`src/rtl/uart_pkg.sv`:
```
// Shared UART definitions: frame state encoding, oversampling constants and
// the majority-vote helper used by the receiver's mid-bit sampler.
package uart_pkg;

    // Ticks per bit; the receiver's tick bookkeeping assumes exactly 16.
    localparam int UART_OVERSAMPLE = 16;
    // Payload bits per frame, sent LSB first.
    localparam int UART_DATA_BITS  = 8;

    // Oversample tick indices inside one bit period.
    localparam logic [3:0] VOTE_FIRST = 4'd7;
    localparam logic [3:0] VOTE_MID   = 4'd8;
    localparam logic [3:0] VOTE_LAST  = 4'd9;
    localparam logic [3:0] BIT_LAST   = 4'd15;

    // Frame states shared by transmitter and receiver.
    typedef enum logic [2:0] {
        IDLE  = 3'd0,
        START = 3'd1,
        DATA  = 3'd2,
        STOP  = 3'd3,
        BREAK = 3'd4
    } uart_state_e;

    // 2-of-3 majority of three line samples.
    function automatic logic majority3(input logic a, input logic b, input logic c);
        return (a & b) | (a & c) | (b & c);
    endfunction

endpackage

```
`src/rtl/uart_rx_if.sv`:
```
// Byte-side and line-side signals of the UART receiver. The receiver is the
// master of the byte outputs; the pin/consumer side is the slave.
interface uart_rx_if #(
    parameter int DATA_BITS = 8
);
    logic                 rx_in;
    logic [DATA_BITS-1:0] data_out;
    logic                 data_valid;
    logic                 frame_err;
    logic                 busy;

    modport master (
        input  rx_in,
        output data_out,
        output data_valid,
        output frame_err,
        output busy
    );

    modport slave (
        output rx_in,
        input  data_out,
        input  data_valid,
        input  frame_err,
        input  busy
    );
endinterface

```
`src/rtl/rx_sample_tick.sv`:
```
// Oversample tick generator: one-clock tick every CLK_DIV clocks. A
// synchronous clear restarts the count so ticks line up with a start edge.
module rx_sample_tick #(
    parameter int CLK_DIV = 434
) (
    input  logic clk,
    input  logic rst_n,
    input  logic clr,
    output logic tick
);

    localparam int CW = (CLK_DIV > 1) ? $clog2(CLK_DIV) : 1;

    logic [CW-1:0] cnt_r;
    logic          tick_r;
    logic          wrap_s;

    assign wrap_s = (cnt_r == CW'(CLK_DIV - 1));
    assign tick   = tick_r;

    // Divider counter and registered tick pulse at each wrap.
    always_ff @(posedge clk or negedge rst_n) begin
        if (!rst_n) begin
            cnt_r  <= {CW{1'b0}};
            tick_r <= 1'b0;
        end else if (clr) begin
            cnt_r  <= {CW{1'b0}};
            tick_r <= 1'b0;
        end else if (wrap_s) begin
            cnt_r  <= {CW{1'b0}};
            tick_r <= 1'b1;
        end else begin
            cnt_r  <= cnt_r + CW'(1);
            tick_r <= 1'b0;
        end
    end

endmodule

```
`src/rtl/uart_rx.sv`:
```
// 8N1 UART receiver. The line is synchronised, oversampled x16 and each bit
// is decided by a 2-of-3 vote at ticks 7/8/9. Good bytes appear on data_out
// with a one-clock data_valid; a low stop bit gives a one-clock frame_err.
module uart_rx
    import uart_pkg::*;
#(
    parameter int CLK_DIV    = 434,
    parameter int OVERSAMPLE = UART_OVERSAMPLE,
    parameter int DATA_BITS  = UART_DATA_BITS
) (
    input  logic      clk,
    input  logic      rst_n,
    uart_rx_if.master rx_bus
);

    localparam int BCW = (DATA_BITS > 1) ? $clog2(DATA_BITS) : 1;

    // Line synchroniser and start-edge qualification.
    logic           sync1_r;
    logic           sync2_r;
    logic           rx_s;
    logic [1:0]     fill_cnt_r;
    logic           armed_r;
    logic           start_det_s;

    // Bit timing.
    logic           tick_s;
    logic [3:0]     samp_cnt_r;
    logic [BCW-1:0] bit_cnt_r;
    logic           at_vote_s;
    logic           at_end_s;

    // Voting and payload.
    logic           vote_a_r;
    logic           vote_b_r;
    logic           vote_s;
    logic [DATA_BITS-1:0] shift_r;

    // FSM and output staging.
    uart_state_e    state_r;
    uart_state_e    state_nxt_s;
    logic           shift_en_s;
    logic           load_s;
    logic           valid_nxt_s;
    logic           err_nxt_s;

    logic [DATA_BITS-1:0] data_out_r;
    logic           data_valid_r;
    logic           frame_err_r;
    logic           busy_r;

    assign rx_s        = sync2_r;
    // A start needs the line to have been genuinely high on the previous
    // clock, so a line already low when reset lifts is not taken as a start.
    assign start_det_s = (state_r == IDLE) && armed_r && !rx_s;
    assign at_vote_s   = tick_s && (samp_cnt_r == VOTE_LAST);
    assign at_end_s    = tick_s && (samp_cnt_r == BIT_LAST);
    assign vote_s      = majority3(vote_a_r, vote_b_r, rx_s);

    assign rx_bus.data_out   = data_out_r;
    assign rx_bus.data_valid = data_valid_r;
    assign rx_bus.frame_err  = frame_err_r;
    assign rx_bus.busy       = busy_r;

    rx_sample_tick #(
        .CLK_DIV (CLK_DIV)
    ) u_tick (
        .clk   (clk),
        .rst_n (rst_n),
        .clr   (start_det_s),
        .tick  (tick_s)
    );

    // Two-flop synchroniser, reset to the idle (high) line level.
    always_ff @(posedge clk or negedge rst_n) begin
        if (!rst_n) begin
            sync1_r <= 1'b1;
            sync2_r <= 1'b1;
        end else begin
            sync1_r <= rx_bus.rx_in;
            sync2_r <= sync1_r;
        end
    end

    // Arms start detection once the synchroniser holds real line samples
    // and the line was seen high.
    always_ff @(posedge clk or negedge rst_n) begin
        if (!rst_n) begin
            fill_cnt_r <= 2'd0;
            armed_r    <= 1'b0;
        end else begin
            if (fill_cnt_r != 2'd3) begin
                fill_cnt_r <= fill_cnt_r + 2'd1;
            end else begin
                fill_cnt_r <= fill_cnt_r;
            end
            armed_r <= fill_cnt_r[1] && rx_s;
        end
    end

    // Tick position within the bit and payload bit index.
    always_ff @(posedge clk or negedge rst_n) begin
        if (!rst_n) begin
            samp_cnt_r <= 4'd0;
            bit_cnt_r  <= {BCW{1'b0}};
        end else if (start_det_s) begin
            samp_cnt_r <= 4'd0;
            bit_cnt_r  <= {BCW{1'b0}};
        end else begin
            if (tick_s) begin
                if (samp_cnt_r == BIT_LAST) begin
                    samp_cnt_r <= 4'd0;
                end else begin
                    samp_cnt_r <= samp_cnt_r + 4'd1;
                end
            end else begin
                samp_cnt_r <= samp_cnt_r;
            end
            if ((state_r == DATA) && at_end_s) begin
                bit_cnt_r <= bit_cnt_r + BCW'(1);
            end else begin
                bit_cnt_r <= bit_cnt_r;
            end
        end
    end

    // Captures the first two vote samples; the third is taken live.
    always_ff @(posedge clk or negedge rst_n) begin
        if (!rst_n) begin
            vote_a_r <= 1'b1;
            vote_b_r <= 1'b1;
        end else if (tick_s && (samp_cnt_r == VOTE_FIRST)) begin
            vote_a_r <= rx_s;
        end else if (tick_s && (samp_cnt_r == VOTE_MID)) begin
            vote_b_r <= rx_s;
        end else begin
            vote_a_r <= vote_a_r;
            vote_b_r <= vote_b_r;
        end
    end

    // LSB-first payload shift register.
    always_ff @(posedge clk or negedge rst_n) begin
        if (!rst_n) begin
            shift_r <= {DATA_BITS{1'b0}};
        end else if (shift_en_s) begin
            shift_r <= {vote_s, shift_r[DATA_BITS-1:1]};
        end else begin
            shift_r <= shift_r;
        end
    end

    // FSM state register.
    always_ff @(posedge clk or negedge rst_n) begin
        if (!rst_n) begin
            state_r <= IDLE;
        end else begin
            state_r <= state_nxt_s;
        end
    end

    // Next-state and output strobes for the frame FSM.
    always_comb begin
        state_nxt_s = state_r;
        shift_en_s  = 1'b0;
        load_s      = 1'b0;
        valid_nxt_s = 1'b0;
        err_nxt_s   = 1'b0;
        case (state_r)
            IDLE: begin
                if (start_det_s) begin
                    state_nxt_s = START;
                end else begin
                    state_nxt_s = IDLE;
                end
            end
            START: begin
                if (at_vote_s && vote_s) begin
                    state_nxt_s = IDLE;
                end else if (at_end_s) begin
                    state_nxt_s = DATA;
                end else begin
                    state_nxt_s = START;
                end
            end
            DATA: begin
                if (at_vote_s) begin
                    shift_en_s = 1'b1;
                end else begin
                    shift_en_s = 1'b0;
                end
                if (at_end_s && (bit_cnt_r == BCW'(DATA_BITS - 1))) begin
                    state_nxt_s = STOP;
                end else begin
                    state_nxt_s = DATA;
                end
            end
            STOP: begin
                // Leave at the vote point so a start edge in the second half
                // of the stop bit is still caught.
                if (at_vote_s) begin
                    if (vote_s) begin
                        load_s      = 1'b1;
                        valid_nxt_s = 1'b1;
                        state_nxt_s = IDLE;
                    end else begin
                        err_nxt_s   = 1'b1;
                        state_nxt_s = BREAK;
                    end
                end else begin
                    state_nxt_s = STOP;
                end
            end
            BREAK: begin
                if (rx_s) begin
                    state_nxt_s = IDLE;
                end else begin
                    state_nxt_s = BREAK;
                end
            end
            default: begin
                state_nxt_s = IDLE;
            end
        endcase
    end

    // Registered byte-side outputs.
    always_ff @(posedge clk or negedge rst_n) begin
        if (!rst_n) begin
            data_out_r   <= {DATA_BITS{1'b0}};
            data_valid_r <= 1'b0;
            frame_err_r  <= 1'b0;
            busy_r       <= 1'b0;
        end else begin
            if (load_s) begin
                data_out_r <= shift_r;
            end else begin
                data_out_r <= data_out_r;
            end
            data_valid_r <= valid_nxt_s;
            frame_err_r  <= err_nxt_s;
            busy_r       <= (state_nxt_s != IDLE);
        end
    end

endmodule
```
`src/flat_wrapper.sv`:
```
// flat-port wrapper written by rule: the top's interface ports become plain ports
module uart_rx_flat import uart_pkg::*;
#(
    parameter int CLK_DIV    = 434,
    parameter int OVERSAMPLE = UART_OVERSAMPLE,
    parameter int DATA_BITS  = UART_DATA_BITS
)
  (clk, rst_n, rx_bus_rx_in, rx_bus_data_out, rx_bus_data_valid, rx_bus_frame_err, rx_bus_busy);
  uart_rx_if #(.DATA_BITS(DATA_BITS)) rx_bus_i ();
  input  logic clk;
  input  logic rst_n;
  input wire logic [$bits(rx_bus_i.rx_in)-1:0] rx_bus_rx_in;
  output wire logic [$bits(rx_bus_i.data_out)-1:0] rx_bus_data_out;
  output wire logic [$bits(rx_bus_i.data_valid)-1:0] rx_bus_data_valid;
  output wire logic [$bits(rx_bus_i.frame_err)-1:0] rx_bus_frame_err;
  output wire logic [$bits(rx_bus_i.busy)-1:0] rx_bus_busy;
  assign rx_bus_i.rx_in = rx_bus_rx_in;
  assign rx_bus_data_out = rx_bus_i.data_out;
  assign rx_bus_data_valid = rx_bus_i.data_valid;
  assign rx_bus_frame_err = rx_bus_i.frame_err;
  assign rx_bus_busy = rx_bus_i.busy;
  uart_rx #(.CLK_DIV(CLK_DIV), .OVERSAMPLE(OVERSAMPLE), .DATA_BITS(DATA_BITS)) u_core (.clk(clk), .rst_n(rst_n), .rx_bus(rx_bus_i));
endmodule
```
`config.mk`:
```
export PLATFORM = sky130hd
export DESIGN_NAME = uart_rx_flat
export DESIGN_NICKNAME = d
export VERILOG_FILES = /design/src/rtl/uart_pkg.sv /design/src/rtl/uart_rx_if.sv /design/src/rtl/rx_sample_tick.sv /design/src/rtl/uart_rx.sv /design/src/flat_wrapper.sv
export SDC_FILE = /design/constraint.sdc
export NUM_CORES = 1
export LEC_CHECK = 0
export ABC_CLOCK_PERIOD_IN_PS = 1620
export CORE_MARGIN = 2
export CORE_UTILIZATION = 50
export CTS_BUF_LIST = sky130_fd_sc_hd__clkbuf_4
export DETAILED_ROUTE_END_ITERATION = 8
export PLACE_DENSITY = 0.77
export SLEW_MARGIN = 20
export SYNTH_ARGS = -nofsm -noshare
export SYNTH_HDL_FRONTEND = slang
export SYNTH_SLANG_ARGS = --single-unit
```
`constraint.sdc`:
```
create_clock -name clk -period 1.62 [get_ports clk]
set_input_delay 0.405 -clock clk [delete_from_list [all_inputs] [get_ports clk]]
set_output_delay 0.405 -clock clk [all_outputs]
set_load 0.005 [all_outputs]
```
==> impl_metrics.csv <==
group,metric,value,unit
cts,clk-insertion-delay-late,0.37,ns
setup_path,cp-start-kind,"register",
layout,fin_util,59.89,%
synth,synth_cell_type_count,40,
synth,synth.avg_cell_area,12.92,sq um
synth,synthCells,157,
timing,skew,0.009523,ns
setup_path,cp_max_fo,5,
setup_path,reg2reg_slack,-0.01,ns
pwr,powerDensity,922.3,nW/um^2
cts,cts_tree,"done",
layout,nFillCells,308,
layout,regArea,1156,sq um
drt,vias_per_cell,5.338,
run_status,outcome,"finished with violations",
timing,finalMaxSlewViolations,0,
setup_path,crit_path_end_kind,"register",
layout,final_common_cell,"dfrtp_1",
drt,drc,0,
synth,ys_seq_area_share,57.00,%
floorplanning,ios,14,
setup_path,r2r_end,"u_core.rx_bus.busy$_DFF_PN0_",
timing,period_minus_slack,1.633,ns
layout,area_delta_synth_final,16.41,%
placed_design,portBuffers,13,
timing,setup_ws,-0.01294,ns
setup_path,timing.critical_path.from,"u_core.samp_cnt_r[1]$_DFFE_PN0P_",
timing,worst_slew_pin_slew,0.4291,ns
min_path,hp-class,"reg -> reg",
floorplanning,core.rowCount,23,
grt,grt_pass1_wl,5996,um
grt,track_usage,18.47,%
synth,yosys_most_used_dff,"dfrtp_1",
synth,synth.cell_area,2028,sq um
synth,synth_warnings,0,
setup_path,crit_end,"u_core.rx_bus.busy$_DFF_PN0_",
setup_path,r2r-start,"u_core.samp_cnt_r[1]$_DFFE_PN0P_",
timing,fmax,612.4,MHz
cts,cts.clk_slew.worst_paths,0.13,ns
layout,fin_nets,197,
grt,antenna_found_initial,0,
synth,synth-async-reset-ratio,100.0,%
setup_path,worstSetupPathType,"reg -> reg",
cts,numClockSinks,46,
layout,multi_input_area,823.3,sq um
synth,syn-num-nets,168,
cts,ctsLongestPathBuffers,2,
layout,final_cell_mix,"42 x dfrtp_1, 20 x mux2_2, 18 x nor2_1, 12 x buf_4, 11 x dlygate4sd2_1",
timing,rsz0062_at_grt,"true",
grt,grt_max_degree,22,
floorplanning,core-area,3943,sq um
synth,ys_ff_latch,46,
floorplanning,die_w,67.69,um
timing,max_slew_margin,71.39,%
floorplanning,die_h,67.69,um
timing,timing.final.crit_share,100.8,%
floorplanning,die-area,4582,sq um
floorplanning,start_util,51.44,%
job,maxCapViolations,0,
layout,drive_above_1_share,31.02,%
drt,drt_iter0_drc,78,
synth,synth-edff-count,0,
drt,routed_wl,3550,um
cts,cts_made_buffers,5,
grt,grt-ovfl-total,0,
drt,wl_per_cell,14.98,um
setup_path,cp.arrival,1.88,ns
drt,first_pass_iters,4,
setup_path,worst-r2r-cell-count,6,
timing,setup_viol,9,
cts,htreeDepth,2,
placed_design,post-dp-hpwl,2625,um
drt,postRouteAntennaNets,0,
grt,grt_pass1_vias,1325,
setup_path,required,1.87,ns
placed_design,gp_congestion,0.8328,
drt,route.vias.total,1265,
cts,root_buffer,"clkbuf_4",
timing,hold_viol,0,
run_status,violations,"setup timing",
timing,worst_hold_slack,0.3645,ns
pwr,leakage,1.190,nW
pwr,ir_drop,540.0,uV
layout,antenna_cells,0,
## cell usage after synthesis, types with 3 or more instances
| library cell | number | area [sq um] |
|---|---|---|
| inv_1 | 7 | 26.28 |
| nand2_1 | 6 | 22.52 |
| dfstp_2 | 4 | 105.1 |
| xor2_1 | 5 | 43.79 |
| dfrtp_1 | 42 | 1051 |
| nand3_1 | 4 | 20.02 |
| a21oi_1 | 3 | 15.01 |
| xnor2_1 | 4 | 35.03 |
| nor2_1 | 18 | 67.56 |
| mux2_2 | 20 | 225.2 |
| ha_1 | 8 | 100.1 |
## worst min path at each step
stage / start / endpoint / slack, ns / depth (start not counted)
CTS: u_core.sync1_r$_DFF_PN1_ / u_core.rx_s$_DFF_PN1_ / 0.37 / 0
floorplan: rst_n / u_core.armed_r$_DFF_PN0_ / 0.11 / 0
global route: u_core.sync1_r$_DFF_PN1_ / u_core.rx_s$_DFF_PN1_ / 0.37 / 0
global placement: rst_n / u_core.bit_cnt_r[0]$_DFFE_PN0P_ / 0.35 / 1
finish: u_core.sync1_r$_DFF_PN1_ / u_core.rx_s$_DFF_PN1_ / 0.36 / 0
detailed placement: u_core.sync1_r$_DFF_PN1_ / u_core.rx_s$_DFF_PN1_ / 0.35 / 0
## metal layers
metal | part of all wire (%) | track usage (%)
met1 | 42 | 20.58
met4 | 2.2 | 9.949
met5 | 0 | 0
met3 | 4.0 | 6.167
met2 | 52 | 31.00
## critical path, stage by stage (launching register included)
cell and delay (ns):
dfrtp_1 0.40, inv_1 0.07, ha_1 0.17, and4b_2 0.30, and4b_1 0.25, a31oi_1 0.21
o211ai_1 0.13
## stage by stage
| stage | setup TNS, ns | power, W | instances | instance area, sq um | worst slack, ns |
|---|---|---|---|---|---|
| floorplan | 0 | 0.001536 | 157 | 2028 | 0.04873 |
| global placement | 0 | 0.001610 | 225 | 2267 | 0.0003203 |
| detailed placement | -0.6386 | 0.001642 | 225 | 2267 | -0.1189 |
| CTS | -0.02413 | 0.002208 | 235 | 2340 | -0.02413 |
| global route | -1.497 | 0.002326 | 237 | 2361 | -0.1261 |
| finish | -0.06235 | 0.002177 | 237 | 2361 | -0.01294 |
## flip-flops by register name (all words and copies together) (netlist names), 2 cells and up
signal                  count
u_core.bit_cnt_r            3
u_core.fill_cnt_r           2
u_core.rx_bus.data_out      8
u_core.samp_cnt_r           4
u_core.shift_r              8
u_core.state_r              3
u_core.u_tick.cnt_r         9
## timing repair
item / 4_1_cts / 5_1_grt
hold buffers: 1 / 0
gates resized for setup: 13 / 3
gates cloned: 0 / 0
buffers inserted: 1 / 2
endpoints found under the hold margin: 16 / 0
setup endpoints to repair: 29 / 30
pin swaps: 1 / 3
## power by group
group / switching, W / internal [W] / total, W
clock: 0.000383 / 0.000174 / 0.000556
sequential: 0.000115 / 0.00124 / 0.00136
combinational: 0.000139 / 0.000122 / 0.000261
total: 0.000637 / 0.00154 / 0.00218
## layout make-up
| class | instances | share of cell area, % |
|---|---|---|
| clock buffers | 5 | 1.590 |
| repair buffers | 27 | 9.804 |
| clock inverters | 3 | 1.007 |
| flip-flops and latches | 46 | 48.97 |
| multi-input cells | 99 | 34.87 |
| inverters | 7 | 1.113 |
| well taps | 50 | 2.650 |
## kinds of logic after synthesis
family | synth area share, %
compound gates | 3.702
xor+xnor | 3.886
fa+ha+maj | 5.429
buf+inv | 3.084
flops | 57.00
mux | 12.34
simple gates | 14.56
(Power assumes the default switching activity.)
